`src/rtl/rdmx_recv_be_pkg.sv`:
```
// rdmx_recv_be_pkg: shared AXI constants, FSM encoding and bus-geometry helpers for the RDMX receive back end
package rdmx_recv_be_pkg;

    localparam logic [1:0] AXI_BURST_INCR = 2'b01;
    localparam logic [1:0] AXI_RESP_OKAY  = 2'b00;

    typedef enum logic [1:0] {ST_IDLE, ST_AW, ST_W, ST_DRAIN} state_t;

    function automatic int bpb(input int data_wbits);
        return data_wbits / 8;
    endfunction

    function automatic int log2_bpb(input int data_wbits);
        return $clog2(data_wbits / 8);
    endfunction

endpackage

```
`src/rtl/rdmx_recv_be_if.sv`:
```
// rdmx_recv_be_if: the three AXI-Stream inputs and the AXI4 write master port of the receive back end
interface rdmx_recv_be_if #(
    parameter int DATA_WBITS = 512,
    parameter int ADDR_WBITS = 64
);
    localparam int BPB = DATA_WBITS / 8;

    logic [ADDR_WBITS-1:0] AXIS_ADDR_TDATA;
    logic                  AXIS_ADDR_TVALID;
    logic                  AXIS_ADDR_TREADY;
    logic [15:0]           AXIS_PLEN_TDATA;
    logic                  AXIS_PLEN_TVALID;
    logic                  AXIS_PLEN_TREADY;
    logic [DATA_WBITS-1:0] AXIS_DATA_TDATA;
    logic                  AXIS_DATA_TLAST;
    logic                  AXIS_DATA_TVALID;
    logic                  AXIS_DATA_TREADY;
    logic [ADDR_WBITS-1:0] M_AXI_AWADDR;
    logic [7:0]            M_AXI_AWLEN;
    logic [2:0]            M_AXI_AWSIZE;
    logic [1:0]            M_AXI_AWBURST;
    logic                  M_AXI_AWVALID;
    logic                  M_AXI_AWREADY;
    logic [DATA_WBITS-1:0] M_AXI_WDATA;
    logic [BPB-1:0]        M_AXI_WSTRB;
    logic                  M_AXI_WLAST;
    logic                  M_AXI_WVALID;
    logic                  M_AXI_WREADY;
    logic [1:0]            M_AXI_BRESP;
    logic                  M_AXI_BVALID;
    logic                  M_AXI_BREADY;

    // master: the back end itself (stream sink, AXI write master)
    modport master (
        input  AXIS_ADDR_TDATA, AXIS_ADDR_TVALID, AXIS_PLEN_TDATA, AXIS_PLEN_TVALID,
               AXIS_DATA_TDATA, AXIS_DATA_TLAST, AXIS_DATA_TVALID,
               M_AXI_AWREADY, M_AXI_WREADY, M_AXI_BRESP, M_AXI_BVALID,
        output AXIS_ADDR_TREADY, AXIS_PLEN_TREADY, AXIS_DATA_TREADY,
               M_AXI_AWADDR, M_AXI_AWLEN, M_AXI_AWSIZE, M_AXI_AWBURST, M_AXI_AWVALID,
               M_AXI_WDATA, M_AXI_WSTRB, M_AXI_WLAST, M_AXI_WVALID, M_AXI_BREADY
    );

    // slave: packet receiver plus memory interconnect surrounding the back end
    modport slave (
        output AXIS_ADDR_TDATA, AXIS_ADDR_TVALID, AXIS_PLEN_TDATA, AXIS_PLEN_TVALID,
               AXIS_DATA_TDATA, AXIS_DATA_TLAST, AXIS_DATA_TVALID,
               M_AXI_AWREADY, M_AXI_WREADY, M_AXI_BRESP, M_AXI_BVALID,
        input  AXIS_ADDR_TREADY, AXIS_PLEN_TREADY, AXIS_DATA_TREADY,
               M_AXI_AWADDR, M_AXI_AWLEN, M_AXI_AWSIZE, M_AXI_AWBURST, M_AXI_AWVALID,
               M_AXI_WDATA, M_AXI_WSTRB, M_AXI_WLAST, M_AXI_WVALID, M_AXI_BREADY
    );

endinterface

```
`src/rtl/rdmx_strb_gen.sv`:
```
// rdmx_strb_gen: byte strobe for the final beat of a burst from the packet length remainder
module rdmx_strb_gen #(
    parameter int BPB = 64,
    parameter int LB  = $clog2(BPB)
) (
    input  logic [LB-1:0]  rem,
    output logic [BPB-1:0] strb
);

    assign strb = rem == '0 ? '1 : ~({BPB{1'b1}} << rem);

endmodule

```
`src/rtl/rdmx_recv_be.sv`:
```
// rdmx_recv_be: turns address/length/data AXI-Stream packets into single AXI4 INCR write bursts
module rdmx_recv_be
    import rdmx_recv_be_pkg::*;
#(
    parameter int DATA_WBITS = 512,
    parameter int ADDR_WBITS = 64,
    parameter int MAX_OUTST  = 8
) (
    input  logic          clk,
    input  logic          resetn,
    rdmx_recv_be_if.master bus,
    output logic [2:0]    err_status,
    output logic [15:0]   err_count
);

    localparam int BPB = bpb(DATA_WBITS);
    localparam int LB  = log2_bpb(DATA_WBITS);
    localparam int OW  = $clog2(MAX_OUTST + 1);
    localparam logic [16:0] MAX_PLEN = 17'(256 * BPB);

    state_t                state;
    logic [ADDR_WBITS-1:0] awaddr;
    logic [7:0]            awlen;
    logic [7:0]            beat;
    logic [LB-1:0]         rem;
    logic [OW-1:0]         outst;
    logic [BPB-1:0]        last_strb;
    logic [16:0]           err_sum;
    logic take, awvalid, early, bready;
    logic plen_bad, wlast, w_hs, aw_hs, b_hs, bad_ev, frame_ev, bresp_ev;

    rdmx_strb_gen #(.BPB(BPB)) u_strb (.rem(rem), .strb(last_strb));

    assign plen_bad = bus.AXIS_PLEN_TDATA == 16'd0 || {1'b0, bus.AXIS_PLEN_TDATA} > MAX_PLEN;
    assign wlast    = beat == awlen;
    assign w_hs     = bus.M_AXI_WVALID && bus.M_AXI_WREADY;
    assign aw_hs    = awvalid && bus.M_AXI_AWREADY;
    assign b_hs     = bus.M_AXI_BVALID && bready;
    assign bad_ev   = state == ST_IDLE && take && plen_bad;
    // TLAST must coincide with WLAST; anything else is a framing error, flagged once per packet
    assign frame_ev = state == ST_W && w_hs && !early && (wlast ? !bus.AXIS_DATA_TLAST : bus.AXIS_DATA_TLAST);
    assign bresp_ev = b_hs && bus.M_AXI_BRESP != AXI_RESP_OKAY;
    assign err_sum  = {1'b0, err_count} + 17'(bresp_ev) + 17'(frame_ev) + 17'(bad_ev);

    assign bus.AXIS_ADDR_TREADY = take;
    assign bus.AXIS_PLEN_TREADY = take;
    assign bus.AXIS_DATA_TREADY = state == ST_DRAIN || (state == ST_W && !early && bus.M_AXI_WREADY);
    assign bus.M_AXI_AWADDR     = awaddr;
    assign bus.M_AXI_AWLEN      = awlen;
    assign bus.M_AXI_AWSIZE     = 3'(LB);
    assign bus.M_AXI_AWBURST    = AXI_BURST_INCR;
    assign bus.M_AXI_AWVALID    = awvalid;
    // after an early TLAST the burst is padded with empty beats without touching the stream
    assign bus.M_AXI_WVALID     = state == ST_W && (early || bus.AXIS_DATA_TVALID);
    assign bus.M_AXI_WDATA      = early ? '0 : bus.AXIS_DATA_TDATA;
    assign bus.M_AXI_WSTRB      = early ? '0 : wlast ? last_strb : '1;
    assign bus.M_AXI_WLAST      = state == ST_W && wlast;
    assign bus.M_AXI_BREADY     = bready;

    always_ff @(posedge clk or negedge resetn) begin
        if (!resetn) begin
            state   <= ST_IDLE;
            take    <= 1'b0;
            awvalid <= 1'b0;
            awaddr  <= '0;
            awlen   <= '0;
            rem     <= '0;
            beat    <= '0;
            early   <= 1'b0;
        end else begin
            take <= 1'b0;
            case (state)
                ST_IDLE: if (take) begin
                    awaddr  <= bus.AXIS_ADDR_TDATA;
                    awlen   <= 8'((bus.AXIS_PLEN_TDATA - 16'd1) >> LB);
                    rem     <= bus.AXIS_PLEN_TDATA[LB-1:0];
                    awvalid <= !plen_bad;
                    state   <= plen_bad ? ST_DRAIN : ST_AW;
                end else if (bus.AXIS_ADDR_TVALID && bus.AXIS_PLEN_TVALID && outst < OW'(MAX_OUTST)) begin
                    take <= 1'b1;
                end
                ST_AW: if (bus.M_AXI_AWREADY) begin
                    awvalid <= 1'b0;
                    beat    <= '0;
                    early   <= 1'b0;
                    state   <= ST_W;
                end
                ST_W: if (w_hs) begin
                    beat <= beat + 8'd1;
                    if (wlast)
                        state <= early || bus.AXIS_DATA_TLAST ? ST_IDLE : ST_DRAIN;
                    else if (bus.AXIS_DATA_TLAST)
                        early <= 1'b1;
                end
                ST_DRAIN: if (bus.AXIS_DATA_TVALID && bus.AXIS_DATA_TLAST) state <= ST_IDLE;
                default: state <= ST_IDLE;
            endcase
        end
    end

    always_ff @(posedge clk or negedge resetn) begin
        if (!resetn) begin
            bready     <= 1'b0;
            outst      <= '0;
            err_status <= '0;
            err_count  <= '0;
        end else begin
            bready     <= 1'b1;
            outst      <= outst + OW'(aw_hs) - OW'(b_hs);
            err_status <= err_status | {bresp_ev, frame_ev, bad_ev};
            err_count  <= err_sum[16] ? 16'hFFFF : err_sum[15:0];
        end
    end

endmodule

```
`src/flat_wrapper.sv`:
```
// flat-port wrapper written by rule: the top's interface ports become plain ports
module rdmx_recv_be_flat import rdmx_recv_be_pkg::*;
#(
    parameter int DATA_WBITS = 512,
    parameter int ADDR_WBITS = 64,
    parameter int MAX_OUTST  = 8
)
  (clk, resetn, err_status, err_count, bus_AXIS_ADDR_TDATA, bus_AXIS_ADDR_TVALID, bus_AXIS_PLEN_TDATA, bus_AXIS_PLEN_TVALID, bus_AXIS_DATA_TDATA, bus_AXIS_DATA_TLAST, bus_AXIS_DATA_TVALID, bus_M_AXI_AWREADY, bus_M_AXI_WREADY, bus_M_AXI_BRESP, bus_M_AXI_BVALID, bus_AXIS_ADDR_TREADY, bus_AXIS_PLEN_TREADY, bus_AXIS_DATA_TREADY, bus_M_AXI_AWADDR, bus_M_AXI_AWLEN, bus_M_AXI_AWSIZE, bus_M_AXI_AWBURST, bus_M_AXI_AWVALID, bus_M_AXI_WDATA, bus_M_AXI_WSTRB, bus_M_AXI_WLAST, bus_M_AXI_WVALID, bus_M_AXI_BREADY);
  rdmx_recv_be_if #(.DATA_WBITS(DATA_WBITS), .ADDR_WBITS(ADDR_WBITS)) bus_i ();
  input  logic clk;
  input  logic resetn;
  output logic [2:0] err_status;
  output logic [15:0] err_count;
  input wire logic [$bits(bus_i.AXIS_ADDR_TDATA)-1:0] bus_AXIS_ADDR_TDATA;
  input wire logic [$bits(bus_i.AXIS_ADDR_TVALID)-1:0] bus_AXIS_ADDR_TVALID;
  input wire logic [$bits(bus_i.AXIS_PLEN_TDATA)-1:0] bus_AXIS_PLEN_TDATA;
  input wire logic [$bits(bus_i.AXIS_PLEN_TVALID)-1:0] bus_AXIS_PLEN_TVALID;
  input wire logic [$bits(bus_i.AXIS_DATA_TDATA)-1:0] bus_AXIS_DATA_TDATA;
  input wire logic [$bits(bus_i.AXIS_DATA_TLAST)-1:0] bus_AXIS_DATA_TLAST;
  input wire logic [$bits(bus_i.AXIS_DATA_TVALID)-1:0] bus_AXIS_DATA_TVALID;
  input wire logic [$bits(bus_i.M_AXI_AWREADY)-1:0] bus_M_AXI_AWREADY;
  input wire logic [$bits(bus_i.M_AXI_WREADY)-1:0] bus_M_AXI_WREADY;
  input wire logic [$bits(bus_i.M_AXI_BRESP)-1:0] bus_M_AXI_BRESP;
  input wire logic [$bits(bus_i.M_AXI_BVALID)-1:0] bus_M_AXI_BVALID;
  output wire logic [$bits(bus_i.AXIS_ADDR_TREADY)-1:0] bus_AXIS_ADDR_TREADY;
  output wire logic [$bits(bus_i.AXIS_PLEN_TREADY)-1:0] bus_AXIS_PLEN_TREADY;
  output wire logic [$bits(bus_i.AXIS_DATA_TREADY)-1:0] bus_AXIS_DATA_TREADY;
  output wire logic [$bits(bus_i.M_AXI_AWADDR)-1:0] bus_M_AXI_AWADDR;
  output wire logic [$bits(bus_i.M_AXI_AWLEN)-1:0] bus_M_AXI_AWLEN;
  output wire logic [$bits(bus_i.M_AXI_AWSIZE)-1:0] bus_M_AXI_AWSIZE;
  output wire logic [$bits(bus_i.M_AXI_AWBURST)-1:0] bus_M_AXI_AWBURST;
  output wire logic [$bits(bus_i.M_AXI_AWVALID)-1:0] bus_M_AXI_AWVALID;
  output wire logic [$bits(bus_i.M_AXI_WDATA)-1:0] bus_M_AXI_WDATA;
  output wire logic [$bits(bus_i.M_AXI_WSTRB)-1:0] bus_M_AXI_WSTRB;
  output wire logic [$bits(bus_i.M_AXI_WLAST)-1:0] bus_M_AXI_WLAST;
  output wire logic [$bits(bus_i.M_AXI_WVALID)-1:0] bus_M_AXI_WVALID;
  output wire logic [$bits(bus_i.M_AXI_BREADY)-1:0] bus_M_AXI_BREADY;
  assign bus_i.AXIS_ADDR_TDATA = bus_AXIS_ADDR_TDATA;
  assign bus_i.AXIS_ADDR_TVALID = bus_AXIS_ADDR_TVALID;
  assign bus_i.AXIS_PLEN_TDATA = bus_AXIS_PLEN_TDATA;
  assign bus_i.AXIS_PLEN_TVALID = bus_AXIS_PLEN_TVALID;
  assign bus_i.AXIS_DATA_TDATA = bus_AXIS_DATA_TDATA;
  assign bus_i.AXIS_DATA_TLAST = bus_AXIS_DATA_TLAST;
  assign bus_i.AXIS_DATA_TVALID = bus_AXIS_DATA_TVALID;
  assign bus_i.M_AXI_AWREADY = bus_M_AXI_AWREADY;
  assign bus_i.M_AXI_WREADY = bus_M_AXI_WREADY;
  assign bus_i.M_AXI_BRESP = bus_M_AXI_BRESP;
  assign bus_i.M_AXI_BVALID = bus_M_AXI_BVALID;
  assign bus_AXIS_ADDR_TREADY = bus_i.AXIS_ADDR_TREADY;
  assign bus_AXIS_PLEN_TREADY = bus_i.AXIS_PLEN_TREADY;
  assign bus_AXIS_DATA_TREADY = bus_i.AXIS_DATA_TREADY;
  assign bus_M_AXI_AWADDR = bus_i.M_AXI_AWADDR;
  assign bus_M_AXI_AWLEN = bus_i.M_AXI_AWLEN;
  assign bus_M_AXI_AWSIZE = bus_i.M_AXI_AWSIZE;
  assign bus_M_AXI_AWBURST = bus_i.M_AXI_AWBURST;
  assign bus_M_AXI_AWVALID = bus_i.M_AXI_AWVALID;
  assign bus_M_AXI_WDATA = bus_i.M_AXI_WDATA;
  assign bus_M_AXI_WSTRB = bus_i.M_AXI_WSTRB;
  assign bus_M_AXI_WLAST = bus_i.M_AXI_WLAST;
  assign bus_M_AXI_WVALID = bus_i.M_AXI_WVALID;
  assign bus_M_AXI_BREADY = bus_i.M_AXI_BREADY;
  rdmx_recv_be #(.DATA_WBITS(DATA_WBITS), .ADDR_WBITS(ADDR_WBITS), .MAX_OUTST(MAX_OUTST)) u_core (.clk(clk), .resetn(resetn), .bus(bus_i), .err_status(err_status), .err_count(err_count));
endmodule
```
`config.mk`:
```
export PLATFORM = sky130hd
export DESIGN_NAME = rdmx_recv_be_flat
export DESIGN_NICKNAME = d
export VERILOG_FILES = /design/src/rtl/rdmx_recv_be_pkg.sv /design/src/rtl/rdmx_recv_be_if.sv /design/src/rtl/rdmx_strb_gen.sv /design/src/rtl/rdmx_recv_be.sv /design/src/flat_wrapper.sv
export SDC_FILE = /design/constraint.sdc
export NUM_CORES = 1
export LEC_CHECK = 0
export CAP_MARGIN = 0
export CORE_AREA = 2 2 502 504
export CTS_BUF_LIST = sky130_fd_sc_hd__clkbuf_2 sky130_fd_sc_hd__clkbuf_4 sky130_fd_sc_hd__clkbuf_8
export DETAILED_ROUTE_END_ITERATION = 10
export DIE_AREA = 0 0 504 506
export DONT_BUFFER_PORTS = 1
export GPL_TIMING_DRIVEN = 0
export PLACE_DENSITY = 0.3
export SYNTH_ARGS = -nofsm -noshare
export SYNTH_HDL_FRONTEND = slang
export SYNTH_HIERARCHICAL = 1
export SYNTH_SLANG_ARGS = --single-unit
```
`constraint.sdc`:
```
create_clock -name clk -period 8.1 [get_ports clk]
set_input_delay 1.215 -clock clk [delete_from_list [all_inputs] [get_ports clk]]
set_output_delay 1.215 -clock clk [all_outputs]
set_load 0.005 [all_outputs]
```
==> results of run 1 <==
[cells by family (layout without fill, tap and decap cells)]
family,count (synthesis),in the layout,synth area share (%)
AND/OR/NAND/NOR,806,806,46.9
buffers and inverters,129,166,5.36
flip-flops,115,115,29.6
AO/OA/AOI/OAI,100,100,5.88
multiplexers,73,73,8.42
XOR/XNOR,25,25,2.25
adder cells (fa/ha/maj),10,10,1.52
other,3,399,0.116
[area by class of cell]
type	count	share of cell area (%)
Buffer	110	2.94
Multi-Input combinational cell	1021	41.4
Sequential cell	115	18.6
Tap cell	3348	27.1
Clock inverter	3	0.113
Clock buffer	29	2.58
Inverter	19	0.461
Antenna cell	392	6.34
Timing Repair Buffer	5	0.477
[layout by cell type, fill, tap and decap left out, drive strengths merged, types with 2 or more instances in the layout]
cell	netlist	routed
and3	10	10
nor3	9	9
mux2	71	71
mux2i	2	2
nand3	17	17
nor2	157	157
nor3b	2	2
nor2b	516	516
inv	19	19
or4	4	4
nor4	5	5
dfrtp	115	115
and2	6	6
xnor2	8	8
ha	7	7
clkinv	0	2
a31oi	6	6
a21o	2	2
fa	3	3
o41ai	2	2
or3	6	6
diode	0	392
buf	27	32
nand2b	9	9
nand4	6	6
o21a	3	3
or2	2	2
o21ai	59	59
nand2	52	52
a21oi	14	14
and4	3	3
conb	3	7
o31ai	8	8
clkbuf	83	112
xor2	17	17
[Yosys cell counts (3+ instances only)]
cell type	n
sky130_fd_sc_hd__a21oi_1	14
sky130_fd_sc_hd__a31oi_1	6
sky130_fd_sc_hd__and2_1	6
sky130_fd_sc_hd__and3_1	10
sky130_fd_sc_hd__and4_1	3
sky130_fd_sc_hd__buf_1	11
sky130_fd_sc_hd__buf_2	9
sky130_fd_sc_hd__buf_4	7
sky130_fd_sc_hd__clkbuf_1	83
sky130_fd_sc_hd__conb_1	3
sky130_fd_sc_hd__dfrtp_1	115
sky130_fd_sc_hd__fa_1	3
sky130_fd_sc_hd__ha_1	7
sky130_fd_sc_hd__inv_1	19
sky130_fd_sc_hd__mux2_1	71
sky130_fd_sc_hd__nand2_1	52
sky130_fd_sc_hd__nand2b_1	9
sky130_fd_sc_hd__nand3_1	17
sky130_fd_sc_hd__nand4_1	6
sky130_fd_sc_hd__nor2_1	157
sky130_fd_sc_hd__nor2b_1	516
sky130_fd_sc_hd__nor3_1	6
sky130_fd_sc_hd__nor3_2	3
sky130_fd_sc_hd__nor4_1	3
sky130_fd_sc_hd__o21a_1	3
sky130_fd_sc_hd__o21ai_0	44
sky130_fd_sc_hd__o21ai_1	15
sky130_fd_sc_hd__o31ai_1	8
sky130_fd_sc_hd__or3_1	6
sky130_fd_sc_hd__or4_4	3
sky130_fd_sc_hd__xnor2_1	8
sky130_fd_sc_hd__xor2_1	17
[sequential cells by signal, summed over array words and instances, names as in the netlist, 2 cells and up]
register	flops
u_core/bus.M_AXI_AWLEN	8
u_core/bus.M_AXI_AWADDR	64
u_core/state	2
u_core/beat	8
u_core/rem	6
u_core/outst	4
u_core/err_status	3
u_core/err_count	16
[power by group through the flow]
stage	logic [mW]	registers [mW]	clock network [mW]
after floorplan	1.35	0.984	0
after global placement	3.01	1.18	0
after detailed placement	3.03	1.17	0
after CTS	3.04	1.17	0.701
after global routing	3.22	1.19	0.708
final	2.96	1.14	0.640
[routing by layer]
layer	part of all wire [%]	global-route usage (%)	up-vias	routed length (um)
li1	-	-	4485	-
met1	28	12.2	5392	54200
met2	45	23.9	1437	88200
met3	22	14.6	552	43400
met4	4.0	3.89	86	7700
met5	0.31	0	-	593
[through the flow]
stage	hold slack (ns)	power (mW)
finish	0.318	4.75
floorplan	0.430	2.34
detailed placement	0.455	4.20
global route	0.210	5.12
global placement	0.457	4.19
CTS	0.184	4.90
[worst min-delay path by stage]
stage	endpoint	slack, ns	start
after floorplan	u_core/bus.AXIS_ADDR_TREADY$_DFF_PN0_	0.43	u_core/outst[3]$_DFF_PN0_
after global placement	u_core/bus.AXIS_ADDR_TREADY$_DFF_PN0_	0.46	u_core/outst[3]$_DFF_PN0_
after detailed placement	u_core/bus.AXIS_ADDR_TREADY$_DFF_PN0_	0.46	u_core/outst[3]$_DFF_PN0_
after CTS	u_core/bus.M_AXI_AWADDR[13]$_DFFE_PN0N_	0.18	resetn
after global routing	u_core/bus.M_AXI_AWADDR[36]$_DFFE_PN0N_	0.21	resetn
final	u_core/bus.M_AXI_AWADDR[13]$_DFFE_PN0N_	0.32	resetn
==> flow_summary.yaml, run 1 <==
status:
  run_status: "complete, no violations"
critical_path:
  rr_startpoint: "u_core/bus.AXIS_ADDR_TREADY$_DFF_PN0_"
  critical_path_depth: 14
  path_delay_family: "simple AND/OR/NAND/NOR gates"
  path_max_fanout: 10
  highest_delay_cell_along_the_critical_path: "sky130_fd_sc_hd__or4_4"
  worst_setup_path_end_kind: "flip-flop"
  reg2reg_end: "u_core/err_count[13]$_DFF_PN0_"
  critPathMaxStageDelay_ns: 0.54
  timing_worst_setup_path_type: "primary input to flip-flop"
  worst_setup_path_start_kind: "primary input"
  worst-path-buf-inv: 4
  timing.reg2reg.setup_slack_ns: 3.74
  crit_start: "bus_AXIS_PLEN_TDATA[5]"
  arrival_ns: 5.42
  crit_chain: "or4_4, or4_4, nor3b_2, o31ai_4, buf_16, fa_1, inv_1, ha_1, fa_1, and3_1, clkbuf_1, nand3_1, clkbuf_1, o21ai_1"
  r2r.worst_path.cells: 13
  timing.critical_path.required_ns: 8.49
  critPathCapture: "u_core/err_count[13]$_DFF_PN0_"
pwr:
  total_switching_power_mw: 3.02
  static-leakage-power_nw: 4.48
  power.clock.fraction_pct: 13.5
  cell_internal_pwr_mw: 1.73
  comb_power_share_pct: 62.4
  power_density_nw_per_um2: 307
  power.sequential.fraction_pct: 24.1
  vdd.ir_drop.worst_mv: 0.140
  switching_share_pct: 63.6
yosys:
  synth_area_um2: 9730
  seq_area_frac_synth_pct: 29.6
  synth_edf_count: 0
  synth.lib_cells_used.distinct: 48
  synthTopCellsByArea: "sky130_fd_sc_hd__nor2b_1 (33%), sky130_fd_sc_hd__dfrtp_1 (30%), sky130_fd_sc_hd__mux2_1 (8.2%)"
  synth_area_leader_cell: "sky130_fd_sc_hd__nor2b_1"
  postSynth.asyncResetShare_pct: 100
  synth.top_cell.area_share_pct: 33.2
  cells_after_synth: 1261
  ffs_latches_synth: 115
  post_synth.cell_area_avg_um2: 7.72
  ys.warnings.count: 6
  postSynth.topFlopCell: "sky130_fd_sc_hd__dfrtp_1"
place:
  placedInstanceArea_um2: 14100
  portBuffers: 0
  hpwlAfterDp_mm: 184
  post-place-ws_ns: 2.55
  routability_driven_placement_congestion_ratio: 0.961
  numPlacedInstances: 4618
clock_tree:
  clock_sinks: 115
  hold_buffers: 0
  cts.path.max_buffers: 3
  numCtsBuffers: 25
  clk_root_buffer_cell: "sky130_fd_sc_hd__clkbuf_8"
  cts_setup_buffers: 0
  cts_tree: "done"
  clock_insertion_delay_worst_skew_ns: 0.60
  cts_resized: 0
  ctsHtreeMaxLevel: 4
  clkTransAtPathRegs_ns: 0.10
sta:
  max_clock_freq_mhz: 199
  final-setup-viol-count: 0
  timing.final.max_slew_violations: 0
  totalNegativeSetupSlack_ns: 0
  max_slew_margin_pct: 13.8
  finClkSkew_ns: 0.0587
  final.setup.worst_slack_ns: 3.07
  finalHoldViolations: 0
  finalCriticalPeriod_ns: 5.03
  worst_slew_pin_slew_ns: 1.29
  unrepaired_setup_endpoints_after_global_routing: "no"
  min_period_over_period_pct: 62.1
die:
  initial_utilization_pct: 3.89
  die_y_um: 506
  io_pins: 1282
  row_count: 184
  core_um2: 250000
  floorplan.die_area_um2: 255000
  chipWidth_um: 504
worst_hold_path:
  worst_hold_path_type: "primary input to async pin"
global_route:
  grt_max_degree: 116
  gr-total-overflow: 0
  wire_length_of_the_first_global_routing_pass_mm: 218
  track_usage_pct: 14.6
  grt_antenna_before_repair: 305
  grt_pass1_vias: 9919
finish:
  post_layout_net_count: 1910
  multi_input_area_um2: 6400
  area_growth_syn_to_layout_pct: 58.9
  final_util_pct: 6.18
  finalInstanceArea_um2: 15500
  fillCellCount: 29700
  post_route_cells_drive_above_1_share_pct: 6.30
  regArea_um2: 2880
  fin_cells: 5042
routing:
  dr_pass1_iterations: 5
  drc: 0
  drtAntennaViolNets: 0
  detail_route.vias_per_cell: 2.37
  overall_via_count_from_detail_route: 12000
  routed_wl_mm: 194
  dr.first_iter.drc_count: 927
  routed_wire_length_per_instance_um: 38.5
job:
  timing.max_cap.violations: 0
Power figures use the tool's default switching activity.
==> run 2, diff against run 1 <==
- clock period: 8.1 -> 4.4 ns (I/O delays scaled with it)
==> run 2 against run 1 <==
The run now ends with antenna rules left; count of clock-buffer cells in the layout is the same; combinational power grew 86%; utilization is essentially flat; die area is the same; worst hold slack lost 0.14 ns; sequential power grew 84%; cell area grew 0.44%; sequential share of layout area shrank 0.073 points; global-route usage is essentially flat; wire length is essentially flat; first-iteration DRC count grew 1.9%; clock power grew 84%.
==> flow_summary.yaml, run 2 (synthesis gave the netlist of run 1 again) <==
routing:
  drc: 0
  routed_wl_mm: 194
  dr_pass1_iterations: 5
  overall_via_count_from_detail_route: 12000
  dr.first_iter.drc_count: 945
  drtAntennaViolNets: 3
  detail_route.vias_per_cell: 2.37
  routed_wire_length_per_instance_um: 38.4
clock_tree:
  numCtsBuffers: 25
  ctsHtreeMaxLevel: 4
  clkTransAtPathRegs_ns: 0.12
  clock_insertion_delay_worst_skew_ns: 0.60
  clock_sinks: 115
  cts_setup_buffers: 0
  cts_tree: "done"
  cts.path.max_buffers: 3
  clk_root_buffer_cell: "sky130_fd_sc_hd__clkbuf_8"
finish:
  regArea_um2: 2880
  multi_input_area_um2: 6400
  post_layout_net_count: 1912
  most_common_cell_after_layout_fill_and_taps_aside: "sky130_fd_sc_hd__nor2b_1"
  finalInstanceArea_um2: 15500
  largest_reg_flops: 64
  fillCellCount: 29600
  area_growth_syn_to_layout_pct: 59.6
  post_route_cells_drive_above_1_share_pct: 6.52
  leading_cell_types_in_the_layout_fill_and_taps_excluded: "sky130_fd_sc_hd__nor2b_1 (510), sky130_fd_sc_hd__nor2_1 (150), sky130_fd_sc_hd__dfrtp_1 (114)"
critical_path:
  timing.reg2reg.setup_slack_ns: 0.39
  rr_startpoint: "u_core/state[1]$_DFFE_PN0P_"
  r2r.worst_path.cells: 14
  critPathCapture: "u_core/err_count[13]$_DFF_PN0_"
  critPathMaxStageDelay_ns: 0.54
  arrival_ns: 4.71
  crit_start: "bus_AXIS_PLEN_TDATA[5]"
  worst_setup_path_end_kind: "flip-flop"
  highest_delay_cell_along_the_critical_path: "sky130_fd_sc_hd__or4_4"
  reg2reg_end: "u_core/err_count[13]$_DFF_PN0_"
  path_max_fanout: 10
  critical_path_depth: 14
  worst-path-buf-inv: 4
  worst_setup_path_start_kind: "primary input"
  path_delay_family: "simple AND/OR/NAND/NOR gates"
  crit_chain: "or4_4, or4_4, nor3b_2, o31ai_4, buf_16, fa_1, inv_1, ha_1, fa_1, and3_1, clkbuf_1, nand3_1, clkbuf_2, o21ai_1"
  timing_worst_setup_path_type: "primary input to flip-flop"
  timing.critical_path.required_ns: 4.81
sta:
  max_clock_freq_mhz: 232
  timing.final.max_slew_violations: 0
  finClkSkew_ns: 0.0657
  unrepaired_setup_endpoints_after_global_routing: "no"
  finalHoldViolations: 0
  worst_slew_pin_slew_ns: 1.28
  finalCriticalPeriod_ns: 4.30
  min_period_over_period_pct: 97.8
  max_slew_margin_pct: 14.6
  worst_hold_slack_ns: 0.177
  final-setup-viol-count: 0
place:
  portBuffers: 0
  placedInstanceArea_um2: 14100
  routability_driven_placement_congestion_ratio: 0.961
  hpwlAfterDp_mm: 184
die:
  chipWidth_um: 504
  row_count: 184
  initial_utilization_pct: 3.89
  core_um2: 250000
  floorplan.die_area_um2: 255000
  die_y_um: 506
  io_pins: 1282
job:
  timing.max_cap.violations: 0
pwr:
  vdd.ir_drop.worst_mv: 0.258
  power_density_nw_per_um2: 566
  static-leakage-power_nw: 4.50
  report.power.total_mw: 8.79
global_route:
  wire_length_of_the_first_global_routing_pass_mm: 218
  gr-total-overflow: 0
  grt_pass1_vias: 9940
  track_usage_pct: 14.6
  grt_max_degree: 116
  grt_antenna_before_repair: 305
worst_hold_path:
  worst_hold_path_type: "primary input to flip-flop"
status:
  violated_checks: "antenna rules"
  run_status: "complete, but fails checks"
## run 2: worst min-delay path by stage
stage                             from                                 endpoint  cells past startpoint
4_1_cts        bus_AXIS_ADDR_TDATA[13]  u_core/bus.M_AXI_AWADDR[13]$_DFFE_PN0N_                      1
5_1_grt         bus_AXIS_PLEN_TDATA[4]                u_core/rem[4]$_DFFE_PN0N_                      1
3_5_place_dp                    resetn  u_core/bus.M_AXI_AWADDR[32]$_DFFE_PN0N_                      0
3_3_place_gp                    resetn  u_core/bus.M_AXI_AWADDR[32]$_DFFE_PN0N_                      0
2_1_floorplan                   resetn               u_core/beat[0]$_DFFE_PN0P_                      0
6_report        bus_AXIS_PLEN_TDATA[4]                u_core/rem[4]$_DFFE_PN0N_                      1
## run 2: what timing repair did
action	in CTS	in global routing
gates resized for setup	1	2
hold buffers	2	0
hold endpoints to repair	115	0
endpoints found under the setup margin	10	10
## run 2: layer usage
metal	track usage (%)	vias up	wire length [um]
met2	23.8	1474	87700
met4	4.08	88	8270
li1	-	4491	-
met3	14.0	560	43900
met1	12.5	5359	53600
met5	0	-	601
## run 2: per-stage QoR
step	instances	setup WS (ns)	util [%]	TNS (ns)
after floorplan	1265	0.222	-	0
after global routing	4742	0.00828	5.90	0
after global placement	4613	-2.39	5.57	-35.87
final	5055	0.0979	6.21	0
after detailed placement	4618	-0.593	5.63	-5.99
after CTS	4652	0.0600	5.81	0
## run 2: report_power, final
group	internal, mW	switching [mW]	total, mW
Clock	0.587	0.595	1.18
Combinational	1.10	4.40	5.50
Sequential	1.50	0.606	2.10
Total	3.18	5.60	8.79
## run 2: layout make-up
class,count,area share (%)
sequential,115,18.5
buffer,110,2.93
inverter,19,0.459
clock buffer,29,2.57
timing repair buffer,7,0.717
antenna,403,6.49
multi-input combinational,1021,41.2
tap,3348,27.0
clock inverter,3,0.113
==> run 3, diff against run 2 <==
- CELL_PAD_IN_SITES_DETAIL_PLACEMENT: unset -> 1
- CELL_PAD_IN_SITES_GLOBAL_PLACEMENT: unset -> 2
- REMOVE_ABC_BUFFERS: unset -> 1
==> run 3 against run 2 <==
The flow now finishes without violations; combinational power is 20% lower; utilization down 0.40 points; critical path depth decreased by 9; cell count is 7.9% lower; fmax rose by 2.7%.
==> flow_summary.yaml, run 3 (synthesis gave the netlist of run 1 again) <==
status:
  run_status: "complete, no violations"
routing:
  drtAntennaViolNets: 0
  routed_wire_length_per_instance_um: 31.8
  dr.first_iter.drc_count: 548
  dr_pass1_iterations: 4
  routed_wl_mm: 148
  drc: 0
  detail_route.vias_per_cell: 2.15
  overall_via_count_from_detail_route: 9988
clock_tree:
  cts.path.max_buffers: 2
  cts_tree: "done"
  clk_root_buffer_cell: "sky130_fd_sc_hd__clkbuf_8"
  clkTransAtPathRegs_ns: 0.09
  numCtsBuffers: 17
  clock_sinks: 115
  ctsHtreeMaxLevel: 4
  clock_insertion_delay_worst_skew_ns: 0.53
finish:
  largest_reg_flops: 64
  post_layout_net_count: 1800
  leading_cell_types_in_the_layout_fill_and_taps_excluded: "sky130_fd_sc_hd__nor2b_1 (513), sky130_fd_sc_hd__nor2_1 (155), sky130_fd_sc_hd__dfrtp_1 (114)"
  final_util_pct: 5.81
  area_growth_syn_to_layout_pct: 49.3
  post_route_cells_drive_above_1_share_pct: 5.76
  most_common_cell_after_layout_fill_and_taps_aside: "sky130_fd_sc_hd__nor2b_1"
sta:
  finClkSkew_ns: 0.0166
  min_period_over_period_pct: 95.2
  totalNegativeSetupSlack_ns: 0
  final-setup-viol-count: 0
  max_clock_freq_mhz: 239
  finalCriticalPeriod_ns: 4.19
  worst_slew_pin_slew_ns: 1.29
  timing.final.max_slew_violations: 0
  max_slew_margin_pct: 13.9
  finalHoldViolations: 0
  unrepaired_setup_endpoints_after_global_routing: "no"
global_route:
  track_usage_pct: 11.1
  wire_length_of_the_first_global_routing_pass_mm: 171
  global_route_met3_utilization_pct: 5.65
  grt_max_degree: 116
  grt_pass1_vias: 9678
  grtUsageMet1_pct: 10.8
  grt_antenna_before_repair: 269
  busiest_layer: "met2"
  gr-total-overflow: 0
  gr-usage-met2_pct: 21.0
critical_path:
  arrival_ns: 3.53
  worst_setup_path_end_kind: "output port"
  highest_delay_cell_along_the_critical_path: "sky130_fd_sc_hd__nor2_1"
  path_max_fanout: 25
  crit_chain: "nor4_4, a21oi_2, o21ai_0, nor2_1, nor2_1"
  timing_worst_setup_path_type: "flip-flop to output port"
  critical-path-top-cell-by-count: "sky130_fd_sc_hd__nor2_1"
  worst_setup_path_start_kind: "flip-flop"
  timing.critical_path.required_ns: 3.74
  critPathMaxStageDelay_ns: 0.94
die:
  row_count: 184
  core_um2: 250000
  io_pins: 1282
  die_y_um: 506
  chipWidth_um: 504
  floorplan.die_area_um2: 255000
  initial_utilization_pct: 3.89
pwr:
  power.clock.fraction_pct: 13.5
  power_density_nw_per_um2: 535
  cell_internal_pwr_mw: 3.09
  total_switching_power_mw: 4.68
  comb_power_share_pct: 56.6
  switching_share_pct: 60.2
  vdd.ir_drop.worst_mv: 0.251
  static-leakage-power_nw: 4.39
  power.sequential.fraction_pct: 30.0
place:
  routability_driven_placement_congestion_ratio: 0.901
  hpwlAfterDp_mm: 135
  portBuffers: 0
worst_hold_path:
  worst_hold_path_type: "primary input to async pin"
job:
  timing.max_cap.violations: 0
run 3: changes by cell type in the layout (fill, tap and decap cells not counted), moves of 5 or more:
| cell | delta |
|---|---|
| sky130_fd_sc_hd__diode_2 | -293 |
| sky130_fd_sc_hd__clkbuf_1 | -79 |
| sky130_fd_sc_hd__buf_1 | -12 |
| sky130_fd_sc_hd__clkbuf_8 | -11 |
| sky130_fd_sc_hd__buf_16 | +9 |
| sky130_fd_sc_hd__buf_2 | -9 |
| sky130_fd_sc_hd__buf_4 | -6 |
| sky130_fd_sc_hd__nor2_1 | +5 |
| sky130_fd_sc_hd__nor2_2 | -5 |
run 3: through the flow:
| stage | cell area, um2 | hold WS [ns] | power [mW] | cells | setup slack [ns] |
|---|---|---|---|---|---|
| global route | 14400 | 0.0737 | 8.44 | 4602 | 0.0465 |
| detailed placement | 13800 | 0.368 | 7.10 | 4513 | -1.62 |
| floorplan | 9300 | 0.364 | 4.13 | 1155 | -6.51 |
| global placement | 13500 | 0.368 | 5.39 | 4503 | -17.77 |
| finish | 14500 | 0.0549 | 7.78 | 4656 | 0.212 |
| CTS | 14200 | 0.0809 | 8.27 | 4546 | 0.00144 |
run 3: timing repair:
item,in CTS,in global routing
hold buffers,1,0
setup buffers,2,0
pin swaps,1,0
endpoints found under the setup margin,22,9
endpoints found under the hold margin,115,0
gates resized for setup,7,1
run 3: worst max-delay path: cells and delay by family, from the launching register on:
| family | cells | cell delay (ns) |
|---|---|---|
| and+or+nand+nor | 3 | 1.62 |
| DFF | 1 | 0.86 |
| AOI/OAI and AO/OA | 2 | 0.46 |
run 3: final timing paths:
check                                            start                                    end  slack [ns]  cells past startpoint
max                          u_core/rem[1]$_DFFE_PN0N_                    bus_M_AXI_WSTRB[18]        0.21                      5
min                                             resetn              u_core/rem[5]$_DFFE_PN0N_        0.05                      1
max reg2reg                u_core/state[0]$_DFFE_PN0P_         u_core/err_count[15]$_DFF_PN0_        0.51                     10
min reg2reg                  u_core/outst[3]$_DFF_PN0_  u_core/bus.AXIS_ADDR_TREADY$_DFF_PN0_        0.48                      1
max in group asynchronous                       resetn               u_core/early$_DFFE_PN0P_        3.73                      1
min in group clk                bus_AXIS_PLEN_TDATA[1]              u_core/rem[1]$_DFFE_PN0N_        0.26                      1
run 3: cell type report:
| type | instances | area, um2 |
|---|---|---|
| fillers | 30000 | 235000 |
| multi-input cells | 1021 | 6410 |
| well taps | 3348 | 4190 |
| flip-flops and latches | 115 | 2880 |
| repair buffers | 13 | 318 |
| diodes | 110 | 275 |
| clock buffers | 18 | 248 |
| clock inverters | 12 | 134 |
| inverters | 19 | 71.3 |
run 3: power groups by stage:
stage	logic (mW)	clock network, mW	registers, mW
floorplan	1.98	0	2.15
global placement	2.80	0	2.60
detailed placement	4.72	0	2.37
CTS	4.76	1.13	2.38
global route	4.84	1.16	2.45
finish	4.40	1.05	2.33
run 3: routing by layer:
| metal | vias up | wire [um] | part of all wire [%] |
|---|---|---|---|
| met4 | 74 | 2750 | 1.9 |
| li1 | 3957 | - | - |
| met5 | - | 510 | 0.34 |
| met1 | 4644 | 48500 | 33 |
| met3 | 274 | 17700 | 12 |
| met2 | 1039 | 78500 | 53 |
